**config.mk**
```make
export PLATFORM = sky130hd
export DESIGN_NAME = dmem_arbiter_flat
export DESIGN_NICKNAME = d
export VERILOG_FILES = /design/src/rtl/dmem_arbiter_if.sv /design/src/rtl/dmem_arbiter.sv /design/src/flat_wrapper.sv
export SDC_FILE = /design/constraint.sdc
export NUM_CORES = 1
export LEC_CHECK = 0
export BUFFER_PORTS_ARGS = -buffer_cell sky130_fd_sc_hd__buf_2
export CORE_ASPECT_RATIO = 0.7
export CORE_UTILIZATION = 45
export CTS_BUF_LIST = sky130_fd_sc_hd__clkbuf_2
export CTS_CLUSTER_SIZE = 30
export DETAILED_ROUTE_END_ITERATION = 12
export GPL_TIMING_DRIVEN = 1
export HOLD_SLACK_MARGIN = 0.06
export PLACE_DENSITY_LB_ADDON = 0.08
export SYNTH_ARGS = -nofsm -noshare
export SYNTH_HDL_FRONTEND = slang
export SYNTH_SLANG_ARGS = --single-unit
```
**constraint.sdc**
```tcl
create_clock -name clk -period 11.63 [get_ports clk]
set_clock_uncertainty 0.1 [all_clocks]
set_input_delay 2.326 -clock clk [delete_from_list [all_inputs] [get_ports clk]]
set_output_delay 2.326 -clock clk [all_outputs]
set_load 0.02 [all_outputs]
```
**src/rtl/dmem_arbiter_if.sv**
```systemverilog
// dmem_arbiter_if: requester and memory bus bundle for the data-memory arbiter
interface dmem_arbiter_if #(parameter int ADDR_W = 32, parameter int DATA_W = 32);
  logic              req0, req1, we0, we1, ack0, ack1, err0, err1, mem_we;
  logic [ADDR_W-1:0] addr0, addr1, mem_addr;
  logic [DATA_W-1:0] wdata0, wdata1, rdata0, rdata1, mem_wdata, mem_rdata;
  modport slave (
    input  req0, req1, we0, we1, addr0, addr1, wdata0, wdata1, mem_rdata,
    output ack0, ack1, err0, err1, rdata0, rdata1, mem_addr, mem_wdata, mem_we
  );
  modport master (
    output req0, req1, we0, we1, addr0, addr1, wdata0, wdata1, mem_rdata,
    input  ack0, ack1, err0, err1, rdata0, rdata1, mem_addr, mem_wdata, mem_we
  );
endinterface

```
**src/rtl/dmem_arbiter.sv**
```systemverilog
// dmem_arbiter: two-port req/ack sequencer for the single-ported data memory
// DMEM_ARB_RR_EN selects round-robin tie-breaking; otherwise port 0 has fixed priority.
module dmem_arbiter #(
  parameter int ADDR_W = 32,
  parameter int DATA_W = 32
) (
  input logic clk,
  input logic rst,
  dmem_arbiter_if.slave bus
);
  typedef enum logic [1:0] {IDLE, ACCESS, RESP} state_t;
  state_t state, state_nx;
  logic gnt, gnt_nx, bad, any_req, sel_we;
  logic [ADDR_W-1:0] sel_addr;
  logic [DATA_W-1:0] sel_wdata;
  assign any_req = bus.req0 | bus.req1;
`ifdef DMEM_ARB_RR_EN
  logic last;
  assign gnt_nx = bus.req1 & (~bus.req0 | ~last);
  // last starts at 1 so that port 0 takes the first tie
  always_ff @(posedge clk or posedge rst)
    if (rst) last <= 1'b1;
    else if (state == IDLE && any_req) last <= gnt_nx;
`else
  assign gnt_nx = bus.req1 & ~bus.req0;
`endif
  always_comb begin
    sel_addr  = gnt_nx ? bus.addr1 : bus.addr0;
    sel_wdata = gnt_nx ? bus.wdata1 : bus.wdata0;
    sel_we    = gnt_nx ? bus.we1 : bus.we0;
    state_nx  = state == IDLE ? (any_req ? ACCESS : IDLE) : state == ACCESS ? RESP : IDLE;
  end
  always_ff @(posedge clk or posedge rst)
    if (rst) state <= IDLE;
    else state <= state_nx;
  // async reset clears mem_we at once so an abandoned write never lands
  always_ff @(posedge clk or posedge rst)
    if (rst) begin
      gnt           <= 1'b0;
      bad           <= 1'b0;
      bus.mem_addr  <= '0;
      bus.mem_wdata <= '0;
      bus.mem_we    <= 1'b0;
      bus.ack0      <= 1'b0;
      bus.ack1      <= 1'b0;
      bus.err0      <= 1'b0;
      bus.err1      <= 1'b0;
      bus.rdata0    <= '0;
      bus.rdata1    <= '0;
    end else begin
      bus.ack0 <= 1'b0;
      bus.ack1 <= 1'b0;
      bus.err0 <= 1'b0;
      bus.err1 <= 1'b0;
      if (state == IDLE && any_req) begin
        gnt           <= gnt_nx;
        bad           <= |sel_addr[1:0];
        bus.mem_addr  <= sel_addr;
        bus.mem_wdata <= sel_wdata;
        bus.mem_we    <= sel_we & ~|sel_addr[1:0];
      end else if (state == ACCESS) begin
        bus.mem_we <= 1'b0;
      end else if (state == RESP) begin
        if (gnt) begin
          bus.ack1   <= 1'b1;
          bus.err1   <= bad;
          bus.rdata1 <= bad ? '0 : bus.mem_rdata;
        end else begin
          bus.ack0   <= 1'b1;
          bus.err0   <= bad;
          bus.rdata0 <= bad ? '0 : bus.mem_rdata;
        end
      end
    end
endmodule

```
**src/flat_wrapper.sv**
```systemverilog
// flat-port wrapper written by rule: the top's interface ports become plain ports
module dmem_arbiter_flat 
#(
  parameter int ADDR_W = 32,
  parameter int DATA_W = 32
)
  (clk, rst, bus_req0, bus_req1, bus_we0, bus_we1, bus_addr0, bus_addr1, bus_wdata0, bus_wdata1, bus_mem_rdata, bus_ack0, bus_ack1, bus_err0, bus_err1, bus_rdata0, bus_rdata1, bus_mem_addr, bus_mem_wdata, bus_mem_we);
  dmem_arbiter_if #(.ADDR_W(ADDR_W), .DATA_W(DATA_W)) bus_i ();
  input logic clk;
  input logic rst;
  input wire logic [$bits(bus_i.req0)-1:0] bus_req0;
  input wire logic [$bits(bus_i.req1)-1:0] bus_req1;
  input wire logic [$bits(bus_i.we0)-1:0] bus_we0;
  input wire logic [$bits(bus_i.we1)-1:0] bus_we1;
  input wire logic [$bits(bus_i.addr0)-1:0] bus_addr0;
  input wire logic [$bits(bus_i.addr1)-1:0] bus_addr1;
  input wire logic [$bits(bus_i.wdata0)-1:0] bus_wdata0;
  input wire logic [$bits(bus_i.wdata1)-1:0] bus_wdata1;
  input wire logic [$bits(bus_i.mem_rdata)-1:0] bus_mem_rdata;
  output wire logic [$bits(bus_i.ack0)-1:0] bus_ack0;
  output wire logic [$bits(bus_i.ack1)-1:0] bus_ack1;
  output wire logic [$bits(bus_i.err0)-1:0] bus_err0;
  output wire logic [$bits(bus_i.err1)-1:0] bus_err1;
  output wire logic [$bits(bus_i.rdata0)-1:0] bus_rdata0;
  output wire logic [$bits(bus_i.rdata1)-1:0] bus_rdata1;
  output wire logic [$bits(bus_i.mem_addr)-1:0] bus_mem_addr;
  output wire logic [$bits(bus_i.mem_wdata)-1:0] bus_mem_wdata;
  output wire logic [$bits(bus_i.mem_we)-1:0] bus_mem_we;
  assign bus_i.req0 = bus_req0;
  assign bus_i.req1 = bus_req1;
  assign bus_i.we0 = bus_we0;
  assign bus_i.we1 = bus_we1;
  assign bus_i.addr0 = bus_addr0;
  assign bus_i.addr1 = bus_addr1;
  assign bus_i.wdata0 = bus_wdata0;
  assign bus_i.wdata1 = bus_wdata1;
  assign bus_i.mem_rdata = bus_mem_rdata;
  assign bus_ack0 = bus_i.ack0;
  assign bus_ack1 = bus_i.ack1;
  assign bus_err0 = bus_i.err0;
  assign bus_err1 = bus_i.err1;
  assign bus_rdata0 = bus_i.rdata0;
  assign bus_rdata1 = bus_i.rdata1;
  assign bus_mem_addr = bus_i.mem_addr;
  assign bus_mem_wdata = bus_i.mem_wdata;
  assign bus_mem_we = bus_i.mem_we;
  dmem_arbiter #(.ADDR_W(ADDR_W), .DATA_W(DATA_W)) u_core (.clk(clk), .rst(rst), .bus(bus_i));
endmodule
```
**After elaboration in Yosys (flattened, before gate mapping)**

Index checks and enable logic that the tools add are counted.

- $add $sub $neg: 0
- Multiply operators: 0
- Div/mod/pow operators: 0
- Order comparisons: 0
- Equal/unequal tests: 2
- Shift-type cells: 0
- Mux-type cells: 25
- Bitwise logic cells: 7
- Reduce and logical (&&, ||, !) cells: 7

Operators with widths:

| cell | count |
|---|---|
| $mux W32 | 3 |
| $mux W1 | 20 |
| $reduce_and A4 Y1 | 2 |
| $mux W2 | 2 |
| $not A1 Y1 | 4 |
| $and A1 B1 Y1 | 2 |
| $eq A2 B1 Y1 const B | 1 |
| $eq A2 B2 Y1 const B | 1 |
| $logic_not A2 Y1 | 1 |
| $reduce_bool A2 Y1 | 1 |
| $reduce_or A2 Y1 | 1 |
| $logic_and A1 B1 Y1 | 1 |
| $logic_not A1 Y1 | 1 |
| $or A1 B1 Y1 | 1 |

- Bits in registers: 137
- Bits in latches: 0
- RAM bits: 0
- ROM bits: 0
- Input port bits: 166
- Word-level logic and storage cells: 53
- Memories: 0

**Depth between registers and ports, before layout**

- Depth after elaboration: 7
- Depth in mapped cells: 6
- Depth with buffers taken out: 4

**Least setup slack after synthesis**

No wires, ideal clock.

- Path kind: input -> register
- Start point: in bus_req0
- End point: reg u_core.bus.mem_addr[27]
- Setup time: 0.125 ns
- Arrival time: 3.387 ns
- Setup slack: 8.019 ns
- Cell stages on the path: 4
- Path buffers: 1
- Cell sequence: nand2b_4 > clkbuf_1 > mux2_2 > mux2_2

- Word-level cells in the longest chain between the ends: 3
- Elaborated cells on any way between the ends: 5
- Classes of those cells: mux (1); bitwise (3); reduce/logical (1)

RTL lines:

| item | RTL line | source |
|---|---|---|
| from (decl) | flat_wrapper.sv:11 | `input wire logic [$bits(bus_i.req0)-1:0] bus_req0;` |
| $not A1 Y1 | dmem_arbiter.sv:25 | `assign gnt_nx = bus.req1 & ~bus.req0;` |
| $and A1 B1 Y1 | dmem_arbiter.sv:25 |  |
| $mux W32 | dmem_arbiter.sv:28 | `sel_addr = gnt_nx ? bus.addr1 : bus.addr0;` |
| to (signal assigned) | dmem_arbiter.sv:58 | `bus.mem_addr <= sel_addr;` |
| to (decl) | dmem_arbiter_if.sv:8 | `output ack0, ack1, err0, err1, rdata0, rdata1, mem_addr, mem_wdata, mem_we` |

Several ways; a longest one is shown, not always the timed one.
A chain may end at the register's enable or synchronous reset.

**Final worst setup path**

- Start point: in bus_req1
- End point: reg u_core.bus.mem_wdata[24]

- Word-level cells in the longest chain between the ends: 2
- Elaborated cells on any way between the ends: 4
- Classes of those cells: mux (1); bitwise (2); reduce/logical (1)

RTL lines:

| item | RTL line | source |
|---|---|---|
| from (decl) | flat_wrapper.sv:12 | `input wire logic [$bits(bus_i.req1)-1:0] bus_req1;` |
| $and A1 B1 Y1 or $or A1 B1 Y1 (tied branches) | dmem_arbiter.sv:25, dmem_arbiter.sv:16 |  |
| $mux W32 or $logic_and A1 B1 Y1 (tied branches) | dmem_arbiter.sv:29, dmem_arbiter.sv:55 |  |
| to (signal assigned) | dmem_arbiter.sv:59 | `bus.mem_wdata <= sel_wdata;` |
| to (decl) | dmem_arbiter_if.sv:8 |  |

Several ways; a longest one is shown, not always the timed one.

==> results.sh <==
export IMPL_status="completed"
export IMPL_clkLatencyLatePin_ps=610
export IMPL_ys_ff_latch=137
export IMPL_num_antenna_cells=0
export IMPL_wl_per_cell_um=15.2
export IMPL_p_leak_nw=4.10
export IMPL_p_switching_w=0.000804
export IMPL_hp_class="reg2reg"
export IMPL_power_density_nw_per_um2=254
export IMPL_synthCells=480
export IMPL_grt_max_degree=80
export IMPL_power_frac_comb=0.447
export IMPL_rsz0062_at_grt="no"
export IMPL_cts_hold_buf=0
export IMPL_cp_end_kind="flop"
export IMPL_grt_pass1_vias=4448
export IMPL_worstPathArrival_ps=4260
export IMPL_fmax_mhz=261
export IMPL_design_area_um2=7930
export IMPL_setup_violations=0
export IMPL_dieArea_um2=14000
export IMPL_synth_area_um2=6100
export IMPL_pin_count=299
export IMPL_relSlewSlack=0.232
export IMPL_routed_wl_mm=14.7
export IMPL_syn_to_final_growth_pct=30.1
export IMPL_fin_tns_setup_ps=0
export IMPL_worstSetupStartpoint="bus_req1"
export IMPL_p_seq_frac=0.389
export IMPL_ant_nets=0
export IMPL_grtUsageTotal=0.212
export IMPL_hpwl_mm=10.6
export IMPL_p_int_w=0.00121
export IMPL_p_sw_frac=0.398
export IMPL_synth_distinct_cells=26
export IMPL_start_util=0.462
export IMPL_yosysWarningCount=0
export IMPL_drive_gt1_frac=0.594
export IMPL_core_region_area_um2=13200
export IMPL_clockRootBuffer="clkbuf_2"
export IMPL_num_rows=35
export IMPL_layout_min_cycle_time_ps=3830
export IMPL_hold_violations=0
export IMPL_drt_first_pass_iters=4
export IMPL_cts_resized=0
export IMPL_grt_pass1_wl_mm=22.8
export IMPL_postSynthAreaPerCell_um2=12.7
export IMPL_antenna_found_initial=0
export IMPL_cts_sinks=137
export IMPL_cap_violations=0
export IMPL_cts_setup_buffers=0
export IMPL_start_kind="input pin"
export IMPL_ys_seq_area_frac=0.562
export IMPL_portBuffers=298
export IMPL_min_from="u_core.bus.rdata0[17]"
export IMPL_r2r_start="u_core.state[1]"
export IMPL_vias_per_cell=4.84
export IMPL_ir_drop_v=0.000114
export IMPL_fillers=1126
export IMPL_worstSetupPathType="in2reg"
export IMPL_cts_path_max_buffers=2
export IMPL_postPlaceCellArea_um2=7640
export IMPL_post_route_drc_count=0
export IMPL_cts_tree="done"
export IMPL_vias=4666
export IMPL_cts_made_buffers=17
export IMPL_clk_pin_slew_ps=170
export IMPL_synth_fp_nets=646
export IMPL_cp_required_ps=12060
export IMPL_cts_htree_levels=4
export IMPL_die_w_um=141
export IMPL_nets=935
export IMPL_cp_max_fo=41
export IMPL_overflow=0
export IMPL_drv_slew=0
export IMPL_gp_congestion=0.792
export IMPL_p_clk_frac=0.163
export IMPL_drtIter0Drc=129
export IMPL_die_height_um=99.4
export IMPL_period_share=0.329
export IMPL_tightest_slew_ps=1150
[layout by cell type, fill, tap and decap left out]
master / instances
o31ai_1: 1
nor3_1: 1
mux2_4: 27
clkinv_4: 2
and3_1: 2
mux2_2: 101
nand3b_1: 1
clkinv_2: 4
or3b_2: 1
nand2b_4: 1
mux2i_1: 2
or3_4: 1
a31oi_1: 1
nand2b_1: 32
buf_2: 298
nand2_1: 64
nor2_1: 3
inv_1: 4
clkinv_1: 1
dfrtp_1: 137
clkinvlp_4: 1
nor4bb_1: 1
mux2_1: 1
nor2b_1: 1
inv_6: 2
bufinv_16: 5
clkbuf_2: 17
buf_4: 3
o21ai_0: 65
[path summary, 6_finish.rpt]
| kind | to | slack [ps] | cells past startpoint |
|---|---|---|---|
| hold reg to reg | u_core.bus.rdata0[17] | 400 | 2 |
| hold / removal | u_core.bus.rdata0[17] | 400 | 2 |
| setup reg to reg | u_core.bus.mem_wdata[24] | 9180 | 4 |
| setup / recovery | u_core.bus.mem_wdata[24] | 7800 | 6 |
| min in group asynchronous | u_core.bus.mem_wdata[14] | 1640 | 2 |
| max in group asynchronous | u_core.bus.mem_wdata[20] | 8480 | 3 |
[worst max-delay path: stages]
cell	delay, ps
buf_2	130
nor2_1	60
or3_4	350
clkinv_2	340
buf_4	610
mux2_2	400
[layout make-up]
| cell class | instances | area, µm² | share of cell area |
|---|---|---|---|
| flip-flops and latches | 137 | 3430 | 0.432 |
| multi-input cells | 306 | 2440 | 0.308 |
| repair buffers | 301 | 1510 | 0.191 |
| well taps | 185 | 231 | 0.0292 |
| clock inverters | 13 | 203 | 0.0256 |
| clock buffers | 17 | 85.1 | 0.0107 |
| inverters | 6 | 28.8 | 0.00363 |
[synthesized netlist by cell type]
cell type / instances / share of area
mux2_4: 27 / 0.067
mux2i_1: 2 / 0.0033
nand2b_1: 32 / 0.033
nand2_1: 64 / 0.039
or3b_1: 1 / 0.0014
o21ai_0: 65 / 0.053
clkinv_2: 1 / 0.00082
nor2b_1: 1 / 0.0010
buf_6: 1 / 0.0018
nor4bb_1: 1 / 0.0016
and3_1: 2 / 0.0021
nand2b_4: 1 / 0.0023
clkbuf_1: 20 / 0.012
buf_2: 3 / 0.0025
nor2_1: 3 / 0.0018
buf_4: 3 / 0.0037
mux2_1: 1 / 0.0018
mux2_2: 101 / 0.19
nor3_1: 1 / 0.00082
o31ai_1: 1 / 0.0012
buf_12: 4 / 0.013
or3_4: 1 / 0.0018
dfrtp_1: 137 / 0.56
a31oi_1: 1 / 0.0010
nand3b_1: 1 / 0.0012
inv_1: 5 / 0.0031
[flip-flops by register name (all words and copies together), names as in the netlist]
name and cells:
u_core.bus.mem_addr 32, u_core.bus.ack1 1, u_core.bus.err0 1, u_core.bad 1
u_core.bus.ack0 1, u_core.bus.rdata0 32, u_core.state 2, u_core.bus.mem_wdata 32
u_core.gnt 1, u_core.bus.err1 1, u_core.bus.rdata1 32, u_core.bus.mem_we 1
[routing by layer]
layer	GRT usage	vias to the layer above	share of wire
li1	-	2226	-
met1	0.269	2241	0.42
met2	0.350	184	0.49
met3	0.0674	15	0.072
met4	0.0619	0	0.014
met5	0	-	0
[power groups by stage]
| stage | sequential, W | combinational, W | clock, W |
|---|---|---|---|
| after floorplan | 0.00102 | 0.000405 | 0 |
| after global placement | 0.000793 | 0.000894 | 0 |
| after detailed placement | 0.000796 | 0.000913 | 0 |
| after CTS | 0.000787 | 0.000915 | 0.000338 |
| after global routing | 0.000815 | 0.000969 | 0.000361 |
| final | 0.000785 | 0.000902 | 0.000330 |
[cells by family (layout without fill, tap and decap cells)]
group	count (synthesis)	count (layout)	synth area share
and+or+nand+nor	108	108	0.0864
muxes	131	131	0.258
AOI/OAI and AO/OA	67	67	0.0556
DFF	137	137	0.562
buffers and inverters	37	337	0.0374
[through the flow]
step	util	std cells	worst slack (ps)	hold slack [ps]	total power, W
2_1_floorplan	-	480	5540	353	0.00142
3_3_place_gp	0.580	935	7160	356	0.00169
3_5_place_dp	0.580	935	7100	367	0.00171
4_1_cts	0.602	965	7840	406	0.00204
5_1_grt	0.602	965	7770	425	0.00214
6_report	0.602	965	7800	400	0.00202
Power figures use the tool's default switching activity.
